===== src/rtl/pac_gfx_pkg.sv =====
// ---------------------------------------------------------------------------
// pac_gfx_pkg
//   Shared graphics constants and types for the maze frame buffer and the
//   sprite blitter.
//   Contents:
//     - frame-buffer / sprite geometry constants
//     - colour_idx_t  : 4-bit colour index
//     - blit_state_t  : blitter FSM states
//     - sprite_rom_addr() : ROM address from sprite number, row and column
// ---------------------------------------------------------------------------
package pac_gfx_pkg;

    localparam int SPR_W       = 16;    // sprite width, power of 2
    localparam int SPR_H       = 16;    // sprite height, power of 2
    localparam int FB_W        = 226;   // frame-buffer row pitch
    localparam int FB_H        = 248;   // frame-buffer height
    localparam int ADDR_W      = 20;    // frame-buffer and ROM address width
    localparam int COLOR_W     = 4;     // colour-index width
    localparam int TRANSPARENT = 0;     // colour index that is never written

    localparam int SPR_ID_W = 4;                 // sprite number width
    localparam int POS_W    = 8;                 // spr_x / spr_y width
    localparam int COL_W    = $clog2(SPR_W);     // column counter width
    localparam int ROW_W    = $clog2(SPR_H);     // row counter width
    localparam int DIM_W    = 9;                 // dx / dy width (pos + offset)
    localparam int MUL_W    = 18;                // dy*FB_W + dx working width

    typedef logic [COLOR_W-1:0] color_idx_t;

    typedef enum logic [1:0] {
        IDLE,
        READ,
        WRITE,
        DONE
    } blit_state_t;

    // Sprites are stored back to back, SPR_W*SPR_H pixels each, row-major.
    // Because both dimensions are powers of two the address is a plain
    // concatenation of sprite number, row and column.
    function automatic logic [ADDR_W-1:0] sprite_rom_addr(
        input logic [SPR_ID_W-1:0] id,
        input logic [ROW_W-1:0]    row,
        input logic [COL_W-1:0]    col
    );
        return ADDR_W'({id, row, col});
    endfunction

endpackage


===== src/rtl/sprite_blitter_if.sv =====
// ---------------------------------------------------------------------------
// sprite_blitter_if
//   Bundles the blitter's request handshake, sprite-ROM read port,
//   frame-buffer write port and VGA blanking input.
//   Modports:
//     master : the blitter (drives ROM address, FB write port, busy/done)
//     slave  : the surrounding system (drives request, ROM data, blanking)
// ---------------------------------------------------------------------------
interface sprite_blitter_if;
    import pac_gfx_pkg::*;

    // request handshake
    logic                start;
    logic [SPR_ID_W-1:0] spr_id;
    logic [POS_W-1:0]    spr_x;
    logic [POS_W-1:0]    spr_y;
    logic                busy;
    logic                done;

    // VGA blanking (0 = blanking, writes allowed)
    logic                vga_blank_n;

    // sprite ROM read port
    logic [ADDR_W-1:0]   rom_addr;
    color_idx_t          rom_data;

    // frame-buffer write port
    logic                fb_we;
    logic [ADDR_W-1:0]   fb_addr;
    color_idx_t          fb_data;

    modport master (
        input  start, spr_id, spr_x, spr_y, vga_blank_n, rom_data,
        output busy, done, rom_addr, fb_we, fb_addr, fb_data
    );

    modport slave (
        output start, spr_id, spr_x, spr_y, vga_blank_n, rom_data,
        input  busy, done, rom_addr, fb_we, fb_addr, fb_data
    );

endinterface


===== src/rtl/blit_addr_gen.sv =====
// ---------------------------------------------------------------------------
// blit_addr_gen
//   Combinational destination-address generator for one sprite pixel.
//   Ports:
//     spr_x, spr_y : sprite top-left position in the frame buffer
//     row, col     : pixel position inside the sprite
//     fb_addr      : dy*FB_W + dx, truncated to ADDR_W
//     clip         : 1 when the pixel falls outside the frame buffer
// ---------------------------------------------------------------------------
module blit_addr_gen
    import pac_gfx_pkg::*;
(
    input  logic [POS_W-1:0]  spr_x,
    input  logic [POS_W-1:0]  spr_y,
    input  logic [ROW_W-1:0]  row,
    input  logic [COL_W-1:0]  col,
    output logic [ADDR_W-1:0] fb_addr,
    output logic              clip
);

    localparam logic [MUL_W-1:0] FB_W_VEC = MUL_W'(FB_W);

    logic [DIM_W-1:0] dx;
    logic [DIM_W-1:0] dy;
    logic [MUL_W-1:0] term [MUL_W];
    logic [MUL_W-1:0] row_base;
    logic [MUL_W-1:0] pix_addr;

    assign dx = DIM_W'(spr_x) + DIM_W'(col);
    assign dy = DIM_W'(spr_y) + DIM_W'(row);

    // dy*FB_W as a sum of shifted copies of dy, one per set bit of the
    // constant pitch; cleared bits contribute a constant zero.
    genvar gi;
    generate
        for (gi = 0; gi < MUL_W; gi++) begin : g_term
            if (FB_W_VEC[gi]) begin : g_on
                assign term[gi] = MUL_W'(dy) << gi;
            end else begin : g_off
                assign term[gi] = '0;
            end
        end
    endgenerate

    always_comb begin
        row_base = '0;
        for (int i = 0; i < MUL_W; i++) begin
            row_base = row_base + term[i];
        end
    end

    // Largest legal dy/dx is 270, giving 270*226 + 270 < 2^16.
    assign pix_addr = row_base + MUL_W'(dx);
    assign fb_addr  = ADDR_W'(pix_addr);
    assign clip     = (dx >= DIM_W'(FB_W)) || (dy >= DIM_W'(FB_H));

endmodule


===== src/rtl/sprite_blitter.sv =====
// ---------------------------------------------------------------------------
// sprite_blitter
//   Copies one SPR_W x SPR_H sprite from a synchronous sprite ROM into the
//   colour-index frame buffer at (spr_x, spr_y). Transparent pixels are
//   skipped, off-buffer pixels are clipped, and visible pixels are written
//   only while the VGA output is blanked.
//   Ports:
//     Clk   : system clock
//     Reset : asynchronous, active-high reset
//     bus   : sprite_blitter_if.master (request, ROM read, FB write, blank)
//   Per pixel: READ presents the ROM address, WRITE sees the ROM data and
//   either writes, skips, or stalls until blanking.
// ---------------------------------------------------------------------------
module sprite_blitter
    import pac_gfx_pkg::*;
(
    input  logic              Clk,
    input  logic              Reset,
    sprite_blitter_if.master  bus
);

    localparam logic [COL_W-1:0] COL_MAX = COL_W'(SPR_W - 1);
    localparam logic [ROW_W-1:0] ROW_MAX = ROW_W'(SPR_H - 1);

    blit_state_t         state_reg,    state_next;
    logic [SPR_ID_W-1:0] spr_id_reg,   spr_id_next;
    logic [POS_W-1:0]    spr_x_reg,    spr_x_next;
    logic [POS_W-1:0]    spr_y_reg,    spr_y_next;
    logic [ROW_W-1:0]    row_reg,      row_next;
    logic [COL_W-1:0]    col_reg,      col_next;
    logic [ADDR_W-1:0]   rom_addr_reg, rom_addr_next;
    logic [ADDR_W-1:0]   fb_addr_reg,  fb_addr_next;
    logic                clip_reg,     clip_next;

    logic [ADDR_W-1:0]   fb_addr_calc;
    logic                clip_calc;
    logic                skip;
    logic                write_ok;
    logic                advance;
    logic                last_px;
    logic                fb_we;
    color_idx_t          fb_data;
    logic                done;

    blit_addr_gen u_addr_gen (
        .spr_x   (spr_x_reg),
        .spr_y   (spr_y_reg),
        .row     (row_reg),
        .col     (col_reg),
        .fb_addr (fb_addr_calc),
        .clip    (clip_calc)
    );

    // Pixels that would never be written must not wait for blanking.
    assign skip     = clip_reg || (bus.rom_data == color_idx_t'(TRANSPARENT));
    assign write_ok = !bus.vga_blank_n && !skip;
    assign advance  = skip || !bus.vga_blank_n;
    assign last_px  = (row_reg == ROW_MAX) && (col_reg == COL_MAX);

    always_ff @(posedge Clk or posedge Reset) begin
        if (Reset) begin
            state_reg    <= IDLE;
            spr_id_reg   <= '0;
            spr_x_reg    <= '0;
            spr_y_reg    <= '0;
            row_reg      <= '0;
            col_reg      <= '0;
            rom_addr_reg <= '0;
            fb_addr_reg  <= '0;
            clip_reg     <= 1'b0;
        end else begin
            state_reg    <= state_next;
            spr_id_reg   <= spr_id_next;
            spr_x_reg    <= spr_x_next;
            spr_y_reg    <= spr_y_next;
            row_reg      <= row_next;
            col_reg      <= col_next;
            rom_addr_reg <= rom_addr_next;
            fb_addr_reg  <= fb_addr_next;
            clip_reg     <= clip_next;
        end
    end

    always_comb begin
        state_next    = state_reg;
        spr_id_next   = spr_id_reg;
        spr_x_next    = spr_x_reg;
        spr_y_next    = spr_y_reg;
        row_next      = row_reg;
        col_next      = col_reg;
        rom_addr_next = rom_addr_reg;
        fb_addr_next  = fb_addr_reg;
        clip_next     = clip_reg;
        fb_we         = 1'b0;
        fb_data       = '0;
        done          = 1'b0;

        case (state_reg)
            IDLE: begin
                if (bus.start) begin
                    spr_id_next   = bus.spr_id;
                    spr_x_next    = bus.spr_x;
                    spr_y_next    = bus.spr_y;
                    row_next      = '0;
                    col_next      = '0;
                    // Address is loaded on entry to READ so the ROM data
                    // arrives exactly in the following WRITE cycle.
                    rom_addr_next = sprite_rom_addr(bus.spr_id, '0, '0);
                    state_next    = READ;
                end
            end

            READ: begin
                // Capture the destination now so it is stable in WRITE.
                fb_addr_next = fb_addr_calc;
                clip_next    = clip_calc;
                state_next   = WRITE;
            end

            WRITE: begin
                fb_data = bus.rom_data;
                fb_we   = write_ok;
                if (advance) begin
                    col_next = col_reg + 1'b1;
                    if (col_reg == COL_MAX) begin
                        row_next = row_reg + 1'b1;
                    end
                    if (last_px) begin
                        state_next = DONE;
                    end else begin
                        rom_addr_next = sprite_rom_addr(spr_id_reg, row_next, col_next);
                        state_next    = READ;
                    end
                end
            end

            DONE: begin
                done       = 1'b1;
                state_next = IDLE;
            end

            default: begin
                state_next = IDLE;
            end
        endcase
    end

    assign bus.rom_addr = rom_addr_reg;
    assign bus.fb_addr  = fb_addr_reg;
    assign bus.fb_we    = fb_we;
    assign bus.fb_data  = fb_data;
    assign bus.done     = done;
    assign bus.busy     = (state_reg != IDLE);

endmodule


===== src/flat_wrapper.sv =====
// flat-port wrapper written by rule: the top's interface ports become plain ports
module sprite_blitter_flat import pac_gfx_pkg::*;
  (Clk, Reset, bus_start, bus_spr_id, bus_spr_x, bus_spr_y, bus_vga_blank_n, bus_rom_data, bus_busy, bus_done, bus_rom_addr, bus_fb_we, bus_fb_addr, bus_fb_data);
  sprite_blitter_if bus_i ();
  input  logic Clk;
  input  logic Reset;
  input wire logic [$bits(bus_i.start)-1:0] bus_start;
  input wire logic [$bits(bus_i.spr_id)-1:0] bus_spr_id;
  input wire logic [$bits(bus_i.spr_x)-1:0] bus_spr_x;
  input wire logic [$bits(bus_i.spr_y)-1:0] bus_spr_y;
  input wire logic [$bits(bus_i.vga_blank_n)-1:0] bus_vga_blank_n;
  input wire logic [$bits(bus_i.rom_data)-1:0] bus_rom_data;
  output wire logic [$bits(bus_i.busy)-1:0] bus_busy;
  output wire logic [$bits(bus_i.done)-1:0] bus_done;
  output wire logic [$bits(bus_i.rom_addr)-1:0] bus_rom_addr;
  output wire logic [$bits(bus_i.fb_we)-1:0] bus_fb_we;
  output wire logic [$bits(bus_i.fb_addr)-1:0] bus_fb_addr;
  output wire logic [$bits(bus_i.fb_data)-1:0] bus_fb_data;
  assign bus_i.start = bus_start;
  assign bus_i.spr_id = bus_spr_id;
  assign bus_i.spr_x = bus_spr_x;
  assign bus_i.spr_y = bus_spr_y;
  assign bus_i.vga_blank_n = bus_vga_blank_n;
  assign bus_i.rom_data = bus_rom_data;
  assign bus_busy = bus_i.busy;
  assign bus_done = bus_i.done;
  assign bus_rom_addr = bus_i.rom_addr;
  assign bus_fb_we = bus_i.fb_we;
  assign bus_fb_addr = bus_i.fb_addr;
  assign bus_fb_data = bus_i.fb_data;
  sprite_blitter u_core (.Clk(Clk), .Reset(Reset), .bus(bus_i));
endmodule

===== config.mk =====
export PLATFORM = sky130hd
export DESIGN_NAME = sprite_blitter_flat
export DESIGN_NICKNAME = d
export VERILOG_FILES = /design/src/rtl/pac_gfx_pkg.sv /design/src/rtl/sprite_blitter_if.sv /design/src/rtl/blit_addr_gen.sv /design/src/rtl/sprite_blitter.sv /design/src/flat_wrapper.sv
export SDC_FILE = /design/constraint.sdc
export NUM_CORES = 1
export LEC_CHECK = 0
export ABC_AREA = 1
export CAP_MARGIN = 20
export CORE_MARGIN = 3
export CORE_UTILIZATION = 47
export DETAILED_ROUTE_END_ITERATION = 8
export PLACE_DENSITY = 0.69
export SYNTH_ARGS = -nofsm -noshare
export SYNTH_HDL_FRONTEND = slang
export SYNTH_SLANG_ARGS = --single-unit

===== constraint.sdc =====
create_clock -name Clk -period 13.6 [get_ports Clk]
set_input_delay 2.04 -clock Clk [delete_from_list [all_inputs] [get_ports Clk]]
set_output_delay 2.04 -clock Clk [all_outputs]
set_load 0.02 [all_outputs]

Word-level counts from Yosys, hierarchy flattened

Cells that the tools add are included.

Magnitude comparators: 2
Mux-type cells: 17
Eq/ne operators: 8
Reductions and logical operators: 15
$add $sub $neg: 8

Operators with widths:

| operator                                                              | number |
|---|---|
| 20-bit two-way mux                                                    | 3 |
| 20-bit case mux with 2 select lines                                   | 1 |
| 4-bit two-way mux                                                     | 5 |
| 18-bit by 9-bit adder with 18-bit output                              | 1 |
| 8-bit by 4-bit adder with 9-bit output                                | 2 |
| 9-bit by 8-bit >= comparator with 1-bit output, second input constant | 2 |
| 16-bit by 16-bit adder with 17-bit output                             | 1 |
| 15-bit by 15-bit adder with 16-bit output                             | 1 |
| 4-bit case mux with 2 select lines                                    | 2 |
| 10-bit by 14-bit adder with 15-bit output                             | 1 |
| 4-bit by 1-bit adder with 4-bit output, second input constant         | 2 |
| 4-bit == test, second input constant                                  | 2 |
| 2-bit case mux with 4 select lines                                    | 1 |
| 2-bit two-way mux                                                     | 3 |
| 2-bit == test, second input constant                                  | 2 |
| 4-bit logical NOT                                                     | 1 |
| 2-bit inequality test, second input constant                          | 2 |
| 2-bit AND reduction                                                   | 2 |
| 4-bit AND reduction                                                   | 1 |
| 2-bit nonzero test                                                    | 2 |
| 1-bit logical OR                                                      | 3 |
| 3-bit AND reduction                                                   | 1 |
| 2-bit by 1-bit == test with 1-bit output, second input constant       | 1 |
| 1-bit logical AND                                                     | 2 |
| other kinds (4)                                                       | 6 |

Word-level logic and storage cells: 59
Register bits after elaboration: 69
Output and inout port bits: 47
Input port bits: 28

Depth between registers and ports, before layout

Word-level depth: 5
Mapped depth: 24

Cells and area by module

A second synthesis with hierarchy kept.

Cell total of the unflattened synthesis: 660
Area, all modules: 5,061.1 um2

By module, submodules not included:

| module         | cells each | times used | area each (um2) |
|---|---|---|---|
| sprite_blitter | 314        | 1          | 2,801.4 |
| blit_addr_gen  | 346        | 1          | 2,259.7 |

Worst setup path after synthesis

OpenSTA, ideal clock, no wires.

Path type: input port to output port
From: input port bus_rom_data[1]
To: output port bus_fb_we
Stages: 4
Path slack: 8.889 ns
Data arrival time: 2.671 ns
Buffers on the path: 0
Required time: 11.560 ns
Path through: inv_1 > nand3_1 > o21bai_1 > nor3_1

Word-level cells in the longest chain between the ends: 5

Ends and longest elaborated chain:

| item              | line                 | RTL |
|---|---|---|
| from (decl)       | flat_wrapper.sv:12   | `input wire logic [$bits(bus_i.rom_data)-1:0] bus_rom_data;` |
| 4-bit logical NOT | sprite_blitter.sv:55 | `assign skip = clip_reg \|\| (bus.rom_data == color_idx_t'(TRANSPARENT));` |
| 1-bit logical OR  | sprite_blitter.sv:55 |  |
| 1-bit logical NOT | sprite_blitter.sv:56 | `assign write_ok = !bus.vga_blank_n && !skip;` |
| 1-bit logical AND | sprite_blitter.sv:56 |  |
| 1-bit two-way mux | sprite_blitter.sv:98 | `case (state_reg)` |
| to (decl)         | flat_wrapper.sv:16   | `output wire logic [$bits(bus_i.fb_we)-1:0] bus_fb_we;` |

No other way between the ends.

Worst setup path in the final report

Same ends and word-level chain as after synthesis.

==> flow_summary.toml <==
[sta]
setup_slack_ps = 8050
setup_viol = 0
fmax_mhz = 180
grt_setup_unrepaired = "no"
hold_violations = 0
relSlewSlack_pct = 45.6
period_share_pct = 40.8
finClkSkew_ps = 10.2
post-route-min-period_ps = 5550
drv_slew = 0
tns_ps = 0
worst_pin_slew_ps = 813

[hold_path]
min-delay-start = "u_core.bus.fb_addr[0]"
hold_path.class = "flop to flop"

[layout]
drive_above_1_share_pct = 6.56
syn2layout_area_growth_pct = 19.8
n_fill_cell = 867
layout_common_cells = "151 x nand2_1, 99 x inv_1, 64 x clkdlybuf4s50_1"
nNetsFinal = 753
largest_reg_flops = 18
diodes = 0
final_common_cell = "nand2_1"

[clock_network]
post-cts-setup-buffers = 0
cts.repair.resized = 0
clkTransAtPathRegs_ps = 70
cts_buffer_depth = 2
cts_sinks = 61
cts_buffers = 9
htree_levels = 3
cts_hold_buf = 0
cts-root-buf = "clkbuf_8"
clock_latency_ps = 350
cts_tree = "built"

[logic_synthesis]
yosysSeqAreaShare_pct = 32.9
synthCells = 599
synth_area_sq_um = 4640
ys_warn_count = 0
yosys_register_bits = 61
avgSynthCellArea_sq_um = 7.74
synth_top_area_share_pct = 32.9
synth_top_area_cell = "dfrtp_1"
synth_area_leaders = "dfrtp_1 33%, nand2_1 12%, ha_1 12%"
netlist-cell-type-count = 37

[worst_setup_path]
crit_arrival_ps = 3510
worstSetupStartpointType = "input port"
crit_path_end_kind = "primary output"
critical_path_class = "input port to primary output"
worstPathRequired_ps = 11560
crit_path_max_fanout = 2
r2r_slack_ps = 8700
r2r-start = "u_core.row_reg[2]"
startpoint = "bus_rom_data[1]"

[die]
core_area_sq_um = 9420
start_util_pct = 49.2
rows = 35
die_area_sq_um = 11100
fp.dieW_um = 105
fp.dieH_um = 105
num_io_pins = 75

[route]
drc = 0
vias_per_cell = 4.95
drt-initial-drc-count = 181
wl_per_cell_um = 12.2
num_vias = 3959
wl_um = 9780
antenna_left = 0
drtPass1Iterations = 5

[place]
post-place-ws_ps = 8040
dp_hpwl_um = 7670
finalWeightedCongestion = 0.904
numPortBuffers = 64

[global_route]
grt_start_max_net_pins = 62
antenna_found_initial = 0
grt_overflow_total = 0
track_usage_pct = 18.0
grt_pass1_wl_um = 16700
first_global_vias = 3647

[job]
drv_cap = 0

[status]
outcome = "finished, final reports clean"
-- kinds of logic (layout without fill, tap and decap cells) --
group | Yosys count | after routing | synth area share, %
adder cells (fa/ha/maj) | 59 | 59 | 18.5
multiplexers | 9 | 9 | 2.19
AO/OA/AOI/OAI | 81 | 81 | 9.50
other | 1 | 10 | 0.0809
flip-flops | 61 | 61 | 32.9
XOR/XNOR | 13 | 13 | 2.62
AND/OR/NAND/NOR | 253 | 253 | 23.2
buffers and inverters | 122 | 185 | 11.0
-- critical path: stages --
cell and delay, ps:
clkdlybuf4s50_1 470, inv_1 60, nand3_1 80, o21bai_1 80
nor3_1 130, clkdlybuf4s50_1 630
-- synth_stat cells (all sizes together) --
cell type	instances
o21ai	36
nor3	3
nand3b	1
nand4	11
or2	1
nand3	36
dfrtp	61
nor4	2
nand2	154
buf	16
a41o	1
nor2	44
conb	1
inv	102
xor2	10
mux2	9
o211ai	1
a21oi	30
ha	43
fa	16
xnor2	3
a211oi	1
and3	1
o21bai	2
clkbuf	4
a31oi	10
-- per-stage QoR --
step	cells	hold slack, ps	instance area [sq um]	util (%)
finish	800	473	5560	59.0
global route	800	493	5560	59.0
CTS	799	477	5540	58.9
detailed placement	783	458	5360	56.9
global placement	783	455	5360	56.9
floorplan	608	480	4670	-
-- routing by layer --
metal	track usage (%)	part of all wire, %	vias to the layer above	wire length, um
li1	-	-	2023	-
met1	25.1	48	1851	4690
met2	29.0	47	77	4620
met3	3.80	4.1	8	400
met4	4.12	0.76	0	74
met5	0	0	-	0
-- path summary, 6_finish.rpt --
kind                                     endpoint  depth (start not counted)
setup / recovery                        bus_fb_we                          6
hold / removal              u_core.bus.fb_addr[0]                          2
setup reg to reg           u_core.bus.fb_addr[15]                         23
hold reg to reg             u_core.bus.fb_addr[0]                          2
max in group asynchronous     u_core.spr_y_reg[4]                          3
min in group asynchronous     u_core.spr_x_reg[0]                          3
-- final cells by class --
| class | instances | area (sq um) | share of cell area (%) |
|---|---|---|---|
| inverter | 102 | 383 | 6.89 |
| timing repair buffer | 67 | 671 | 12.1 |
| sequential | 61 | 1530 | 27.5 |
| clock inverter | 6 | 45.0 | 0.811 |
| multi-input combinational | 425 | 2630 | 47.4 |
| tap | 129 | 161 | 2.90 |
| clock buffer | 10 | 138 | 2.48 |
Power is left out: the tool's default activity adds up to more than one toggle a clock period on the data nets, which glitch-free logic cannot reach.
